===== src/rtl/branch_pc_update_unit.sv =====
// ---------------------------------------------------------------------------
// branch_pc_update_unit
//
// Program-counter stage that sits after the branch-offset shifter. Each cycle
// it picks the next fetch address from one of four sources: sequential PC+4,
// branch target, J/JAL target or JR target. During a stall it holds PC and
// keeps one pending redirect (the newest request wins). Every redirect is
// followed by a one-cycle flush bubble for the IF/ID register.
//
// Ports
//   Clk                 in   1   clock, rising edge
//   Rst                 in   1   synchronous active-high reset
//   Stall               in   1   hold PC (hazard unit)
//   BranchTaken         in   1   branch resolved taken this cycle
//   BranchBasePC        in   32  PC+4 of the branch instruction
//   BranchOffsetShifted in   32  sign-extended immediate << 2
//   Jump                in   1   J/JAL request
//   JumpIndex           in   26  instr[25:0]
//   JumpReg             in   1   JR request
//   JumpRegAddr         in   32  rs value for JR
//   PC                  out  32  current fetch address
//   PCPlus4             out  32  PC + 4 (wraps modulo 2^32)
//   InstrValid          out  1   fetch at PC is valid (0 = bubble)
//   Flush               out  1   kill instruction in IF/ID this cycle
//   AlignErr            out  1   one-cycle pulse: JR target misaligned
// ---------------------------------------------------------------------------
module branch_pc_update_unit #(
    parameter logic [31:0] RESET_PC = 32'h0000_0000
) (
    input  logic        Clk,
    input  logic        Rst,
    input  logic        Stall,
    input  logic        BranchTaken,
    input  logic [31:0] BranchBasePC,
    input  logic [31:0] BranchOffsetShifted,
    input  logic        Jump,
    input  logic [25:0] JumpIndex,
    input  logic        JumpReg,
    input  logic [31:0] JumpRegAddr,
    output logic [31:0] PC,
    output logic [31:0] PCPlus4,
    output logic        InstrValid,
    output logic        Flush,
    output logic        AlignErr
);

    typedef enum logic [1:0] {StFetch, StHold, StRedirect} state_e;

    state_e      state_q;
    logic [31:0] pc_q;
    logic [31:0] pend_target_q;
    logic        pend_valid_q;
    logic        flush_q;
    logic        valid_q;
    logic        align_q;

    logic [31:0] pc_plus4;
    logic [31:0] branch_target;
    logic [31:0] jump_target;
    logic [31:0] jr_target;
    logic        req;
    logic [31:0] req_target;

    assign pc_plus4      = pc_q + 32'd4;
    assign branch_target = BranchBasePC + BranchOffsetShifted;
    assign jump_target   = {pc_plus4[31:28], JumpIndex, 2'b00};
    assign jr_target     = {JumpRegAddr[31:2], 2'b00};

    assign req = JumpReg | BranchTaken | Jump;

    // Priority JR > branch > jump; lower-priority requests are simply dropped.
    always_comb begin
        req_target = jump_target;
        if (JumpReg) begin
            req_target = jr_target;
        end else if (BranchTaken) begin
            req_target = branch_target;
        end
    end

    always_ff @(posedge Clk) begin
        if (Rst) begin
            state_q       <= StFetch;
            pc_q          <= RESET_PC;
            pend_target_q <= 32'd0;
            pend_valid_q  <= 1'b0;
            flush_q       <= 1'b0;
            valid_q       <= 1'b1;
            align_q       <= 1'b0;
        end else begin
            align_q <= JumpReg & (JumpRegAddr[1:0] != 2'b00);
            flush_q <= 1'b0;
            valid_q <= 1'b1;
            unique case (state_q)
                // REDIRECT lasts one cycle and otherwise behaves like FETCH,
                // which allows back-to-back redirects.
                StFetch, StRedirect: begin
                    if (req) begin
                        if (!Stall) begin
                            pc_q    <= req_target;
                            flush_q <= 1'b1;
                            valid_q <= 1'b0;
                            state_q <= StRedirect;
                        end else begin
                            pend_target_q <= req_target;
                            pend_valid_q  <= 1'b1;
                            state_q       <= StHold;
                        end
                    end else if (Stall) begin
                        state_q <= StHold;
                    end else begin
                        pc_q    <= pc_plus4;
                        state_q <= StFetch;
                    end
                end
                StHold: begin
                    if (Stall) begin
                        if (req) begin
                            pend_target_q <= req_target;
                            pend_valid_q  <= 1'b1;
                        end
                    end else if (req || pend_valid_q) begin
                        // A request arriving on the release cycle is the newest.
                        pc_q         <= req ? req_target : pend_target_q;
                        pend_valid_q <= 1'b0;
                        flush_q      <= 1'b1;
                        valid_q      <= 1'b0;
                        state_q      <= StRedirect;
                    end else begin
                        pc_q    <= pc_plus4;
                        state_q <= StFetch;
                    end
                end
                default: begin
                    state_q <= StFetch;
                end
            endcase
        end
    end

    assign PC         = pc_q;
    assign PCPlus4    = pc_plus4;
    assign InstrValid = valid_q;
    assign Flush      = flush_q;
    assign AlignErr   = align_q;

endmodule

===== config.mk =====
export PLATFORM = sky130hd
export DESIGN_NAME = branch_pc_update_unit
export DESIGN_NICKNAME = d
export VERILOG_FILES = /design/src/rtl/branch_pc_update_unit.sv
export SDC_FILE = /design/constraint.sdc
export NUM_CORES = 1
export LEC_CHECK = 0
export ABC_AREA = 1
export CAP_MARGIN = 20
export CORE_MARGIN = 3
export CORE_UTILIZATION = 25
export CTS_CLUSTER_SIZE = 25
export DETAILED_ROUTE_END_ITERATION = 16
export GPL_ROUTABILITY_DRIVEN = 0
export PLACE_DENSITY = 0.55
export SYNTH_ARGS = -nofsm -noshare
export SYNTH_HDL_FRONTEND = slang
export SYNTH_SLANG_ARGS = --single-unit

===== constraint.sdc =====
create_clock -name Clk -period 2.1 [get_ports Clk]
set_input_delay 0.315 -clock Clk [delete_from_list [all_inputs] [get_ports Clk]]
set_output_delay 0.315 -clock Clk [all_outputs]
set_load 0.03 [all_outputs]

Word-level counts from Yosys, hierarchy flattened --
Index checks and enable logic that the tools add are counted.
Word-level totals: word-level logic and storage cells 64, flip-flop bits (word level) 70, output and inout port bits 67
Operators by class: mux-type cells 35, bitwise gates (word level) 3, reduce and logical (&&, ||, !) cells 8, $add $sub $neg 2, equality and inequality tests 9
Operator list (count):
- 32-bit two-way mux | 11
- 32-bit case mux with 2 select lines | 2
- 32-bit by 3-bit adder with 32-bit output, second input constant | 1
- 32-bit adder | 1
- 1-bit two-way mux | 14
- 2-bit inequality test, second input constant | 5
- 2-bit two-way mux | 4
- 3-bit inequality test, second input constant | 2
- 1-bit case mux with 2 select lines | 3
- 5-bit AND reduction | 1
- 2-bit case mux with 2 select lines | 1
- 4-bit AND reduction | 1
- 2-bit nonzero test | 2
- 3-bit AND reduction | 1
- 2-bit by 1-bit equality test with 1-bit output, second input constant | 1
- 2-bit equality test, second input constant | 1
- 2-bit logical NOT | 1
- 1-bit OR | 2
- 2-bit OR reduction | 1
- 1-bit AND | 1
- 1-bit logical OR | 1

Longest topological paths before layout --
depth in word-level cells 7, mapped depth 19

Worst setup path after synthesis --
No wires, ideal clock.
kind reg2reg, from reg pc_q[2] (netlist: PC[2]), to reg pc_q[22] (netlist: PC[22]), period minus slack after synthesis 2.449 ns, path buffers 0, cell stages (with the launch flop) 13, data required time 2.038 ns, slack -0.349 ns, data arrival time 2.387 ns, cell sequence dfxtp_1 > ha_1 > inv_1 > nor3_4 > nand2_2 > nor2_4 > nand3_4 > nor3_2 > xor2_1 > a21oi_1 > nand2_1 > a21oi_1 > nor2_2
Between the ends: cells in the longest elaborated chain, start to end 4, elaborated cells on any way between the ends 6, classes of those cells add/sub (1); mux (5)
Ends and longest elaborated chain:
- from (decl) | line 50 | logic [31:0] pc_q;
- from (signal assigned) | line 100 | pc_q <= req_target;
- from (signal assigned) | line 112 | pc_q <= pc_plus4;
- from (signal assigned) | line 124 | pc_q <= req ? req_target : pend_target_q;
- 32-bit by 3-bit adder with 32-bit output * | line 64 | assign pc_plus4 = pc_q + 32'd4;
- via PCPlus4[22] | line 41 | output logic [31:0] PCPlus4,
- 32-bit two-way mux (on tied branches) | line 122, 109
- 32-bit two-way mux (on tied branches) | line 117, 98
- 32-bit case mux with 2 select lines * | line 94 | unique case (state_q)
The timed path passes the listed nets; every way through them passes the cells marked *. The select of a mux whose other input is x is not followed. A chain may end at the register's enable or synchronous reset.

Worst setup path after layout --
from reg pc_q[2] (netlist: PC[2]), to out PCPlus4[24]
Between the ends: cells in the longest elaborated chain, start to end 1
Ends and longest elaborated chain (line):
- 32-bit by 3-bit adder with 32-bit output | 64
- to (decl) | 41
Every way passes these cells.

==> results.json <==
{
  "register_bit_count_reported_by_yosys": 70,
  "timing.max_slew.rel_slack_pct": 66.2,
  "endpoint_arrival_time_on_the_critical_path_ps": 2030,
  "setup.worst_path.class": "flip-flop to output port",
  "die_area_sq_um": 30900,
  "synth_nets": 1396,
  "p_switching_w": 0.00247,
  "dpl.hpwl_microns": 24100,
  "synth_compound_area_share_pct": 20.3,
  "number_of_global_route_vias_before_repair": 9531,
  "timing.critical_path.fanout_max": 4,
  "synth_enable_flop_cells": 0,
  "rows": 61,
  "p_int_w": 0.00395,
  "wirelength_microns": 32500,
  "clk_path_buf_depth": 2,
  "cts.root.buffer_cell": "sky130_fd_sc_hd__clkbuf_16",
  "synth_top_family_by_area": "simple AND/OR/NAND/NOR gates",
  "reg2reg_to": "PC[28]$_SDFFE_PP0P_",
  "synth_adder_area_share_pct": 5.83,
  "cp-end-kind": "output port",
  "clock_tree_from_tritoncts": "built",
  "asyncSetResetFlopFracSynth_pct": 0,
  "groute.usage.overall_pct": 20.0,
  "power.share.sequential_pct": 24.2,
  "yosysTopAreaCellShare_pct": 19.4,
  "synth_largest_area_cell": "sky130_fd_sc_hd__dfxtp_1",
  "syn_area_sq_um": 7210,
  "timing.final.crit_period_ps": 2350,
  "reg2reg_setup_slack_ps": -50,
  "max_freq_mhz": 426,
  "finalPower_w": 0.00642,
  "register_area_share_after_synthesis_pct": 19.4,
  "cell_by_cell_trace_of_the_critical_path": "ha_4 -> inv_4 -> nor3_4 -> nand2_2 -> nor2_4 -> nand3_4 -> nor3_4 -> xor2_2 -> buf_12",
  "die-height_microns": 176,
  "p_per_area_nw_per_um2": 466,
  "simple_gate_share_of_the_synthesized_area_pct": 39.3,
  "die-width_microns": 176,
  "global_route_wire_length_before_repair_microns": 49800,
  "insertion_delay_ps": 330,
  "routed-via-count": 9672,
  "drt_drc_violations_left": 0,
  "synth_xor_xnor_area_share_pct": 4.53,
  "power.switching_fraction_pct": 38.5,
  "antenna_violating_nets_post_route": 0,
  "io-pin-count": 195,
  "crit_path_frequent_cell": "sky130_fd_sc_hd__nor3_4",
  "worst-slew-pin-transition_ps": 507,
  "synthToLayoutAreaGrowth_pct": 91.2,
  "power.share.clock_pct": 23.7,
  "data_required_time_of_the_worst_path_ps": 1780,
  "outcome": "finished, violations left",
  "tritoncts.num_buffers": 9,
  "wl_per_cell_microns": 16.1,
  "timing.final.ws_setup_ps": -248,
  "hold_start": "pend_target_q[25]$_SDFFE_PP0P_",
  "final.setup_skew_ps": 4.89,
  "drt_pass1_iterations": 7,
  "leakage_nw": 6.46,
  "final.hold.worst_slack_ps": 462,
  "initial_core_util_pct": 25.7,
  "layout.cell_area.non_filler_sq_um": 13800,
  "ys.warnings.count": 0,
  "avg_inst_size_synth_sq_um": 5.84,
  "reg2reg_from": "PC[2]$_SDFFE_PP0P_",
  "clk_pin_slew_worst_paths_ps": 60,
  "buffer_ports.inserted": 194,
  "netlist-cell-type-count": 49,
  "cp-start-kind": "flip-flop",
  "setup_total_negative_slack_ps": -2480,
  "max-vdd-ir-drop_mv": 0.421,
  "routed_via_count_divided_by_cell_count": 4.80,
  "min_delay_worst_type": "flip-flop to flip-flop",
  "p_comb_share_pct": 52.1,
  "globalRoute.totalOverflow": 0,
  "layout-drive-gt1-share_pct": 41.3,
  "pin_count_of_the_biggest_net_entering_global_routing": 48,
  "crit_path_top_delay_cell": "sky130_fd_sc_hd__dfxtp_4",
  "hold_viol": 0,
  "worst-r2r-cell-count": 15,
  "failed_checks": "setup timing",
  "insertedDiodeCount": 0,
  "final_nets": 1792,
  "placeableCoreArea_sq_um": 28100,
  "worst_hold_path.endpoint": "pend_target_q[25]$_SDFFE_PP0P_",
  "dpl-instance-area_sq_um": 11200,
  "critPathMaxStageDelay_ps": 350,
  "synth.area.mux_share_pct": 0,
  "drt_iter0_markers": 692,
  "clkSinkCount": 70,
  "antenna_found_initial": 0,
  "ctsHtreeMaxLevel": 3,
  "final_critical_path_share_of_the_clock_period_pct": 112,
  "worst_hold_path.num_cells": 2,
  "synth_top_flop_cell": "sky130_fd_sc_hd__dfxtp_1",
  "cap_violations": 0,
  "cts_hold_buffers": 0,
  "rsz0062_at_grt": "yes",
  "synth_area_leaders": "sky130_fd_sc_hd__dfxtp_1 (19%), sky130_fd_sc_hd__nand2_1 (19%), sky130_fd_sc_hd__a21oi_1 (8.5%), sky130_fd_sc_hd__inv_1 (7.1%), sky130_fd_sc_hd__nand3_1 (6.7%)",
  "syn-instance-count": 1235,
  "number_of_max_slew_violations_in_the_final_report": 0,
  "setup_violations": 22
}
## state kept, by name, summed over array words and instances (netlist names)
register       count
state_q            2
InstrValid         1
pend_target_q     32
PC                32
Flush              1
AlignErr           1
pend_valid_q       1
## cell type report
cell class | count | area, sq um
Clock buffer | 16 | 292
Fill cell | 2772 | 14300
Inverter | 145 | 551
Multi-Input combinational cell | 970 | 6880
Sequential cell | 70 | 1460
Tap cell | 378 | 473
Timing Repair Buffer | 435 | 4140
## placed cells by master (no fill, tap or decap), drive strengths merged, types with 4 or more instances in the layout
master,synthesis,routed
dlymetal6s2s,0,24
nand4,14,14
a22oi,22,22
xnor2,13,13
a21oi,125,125
ha,32,32
nand3,100,100
clkdlybuf4s50,0,106
or2,7,7
o21ai,91,91
nor2,114,114
nand2,369,369
dlygate4sd2,0,20
nor3,16,16
o21bai,7,7
clkdlybuf4s15,0,5
o211ai,4,4
buf,19,269
dfxtp,70,70
inv,144,143
xor2,20,20
a31oi,6,6
and2,7,7
clkbuf,31,27
nand3b,8,8
## synth_stat cells (3+ instances only)
cell and count:
sky130_fd_sc_hd__or2_0 3, sky130_fd_sc_hd__o21ai_0 87, sky130_fd_sc_hd__inv_2 7, sky130_fd_sc_hd__buf_1 6, sky130_fd_sc_hd__nor2_1 102, sky130_fd_sc_hd__nor3_2 3
sky130_fd_sc_hd__a22oi_1 22, sky130_fd_sc_hd__nor4_1 3, sky130_fd_sc_hd__nor3_4 4, sky130_fd_sc_hd__buf_4 5, sky130_fd_sc_hd__xnor2_1 10, sky130_fd_sc_hd__xnor2_2 3
sky130_fd_sc_hd__o221ai_1 3, sky130_fd_sc_hd__dfxtp_1 70, sky130_fd_sc_hd__o211ai_1 4, sky130_fd_sc_hd__xor2_1 18, sky130_fd_sc_hd__nor2_4 6, sky130_fd_sc_hd__o21bai_1 7
sky130_fd_sc_hd__a21oi_1 123, sky130_fd_sc_hd__nand3_1 96, sky130_fd_sc_hd__a31oi_1 6, sky130_fd_sc_hd__clkbuf_1 31, sky130_fd_sc_hd__nand3b_1 8, sky130_fd_sc_hd__a21boi_1 3
sky130_fd_sc_hd__nor2_2 5, sky130_fd_sc_hd__nand4_1 13, sky130_fd_sc_hd__nand2_1 367, sky130_fd_sc_hd__or2_2 4, sky130_fd_sc_hd__ha_1 32, sky130_fd_sc_hd__and2_1 7
sky130_fd_sc_hd__nor3_1 9, sky130_fd_sc_hd__inv_1 137, sky130_fd_sc_hd__nand3_2 3, sky130_fd_sc_hd__buf_2 8
## power by group through the flow
| stage | registers, W | logic, W | clock network (W) |
|---|---|---|---|
| 2_1_floorplan | 0.00168 | 0.00122 | 0 |
| 3_3_place_gp | 0.00157 | 0.00267 | 0 |
| 3_5_place_dp | 0.00157 | 0.00269 | 0 |
| 4_1_cts | 0.00155 | 0.00300 | 0.00153 |
| 5_1_grt | 0.00157 | 0.00361 | 0.00159 |
| 6_report | 0.00156 | 0.00335 | 0.00152 |
## stage by stage
stage / instances / util [%] / setup WS (ps)
finish: 2014 / 49.1 / -248
global route: 2014 / 49.1 / -338
CTS: 1987 / 45.3 / -251
global placement: 1936 / 39.9 / -817
detailed placement: 1936 / 39.9 / -798
floorplan: 1235 / - / -4.89
## metal layers
layer	global-route usage, %	vias to the layer above	part of all wire, %
li1	-	4836	-
met1	25.4	4502	43
met2	35.6	277	50
met3	2.03	57	4.2
met4	6.14	0	3.1
met5	0	-	0
## worst max-delay path by stage
stage,start,end,depth (start not counted)
6_report,PC[2]$_SDFFE_PP0P_,PCPlus4[24],9
5_1_grt,PC[2]$_SDFFE_PP0P_,PCPlus4[24],9
4_1_cts,PC[2]$_SDFFE_PP0P_,PCPlus4[24],9
3_5_place_dp,BranchBasePC[0],PC[28]$_SDFFE_PP0P_,20
3_3_place_gp,BranchBasePC[22],PC[23]$_SDFFE_PP0P_,15
2_1_floorplan,PC[2]$_SDFFE_PP0P_,PC[22]$_SDFFE_PP0P_,12
## repair_timing
item / CTS / global route
endpoints found under the hold margin: 0 / 0
pin swaps: 108 / 143
resized for setup: 267 / 275
gates cloned: 0 / 0
setup buffers: 37 / 31
endpoints found under the setup margin: 82 / 81
## cells by family after synthesis
family | Yosys count
XOR/XNOR | 33
buffers and inverters | 195
flip-flops | 70
adder cells (fa/ha/maj) | 33
AO/OA/AOI/OAI | 265
AND/OR/NAND/NOR | 639
## critical path: cells and delay by family (launching register included)
family / cells / cell delay (ps)
flip-flops: 1 / 350
AND/OR/NAND/NOR: 5 / 750
buffers and inverters: 2 / 190
adder cells (fa/ha/maj): 1 / 150
XOR/XNOR: 1 / 250
(Power assumes the default switching activity.)
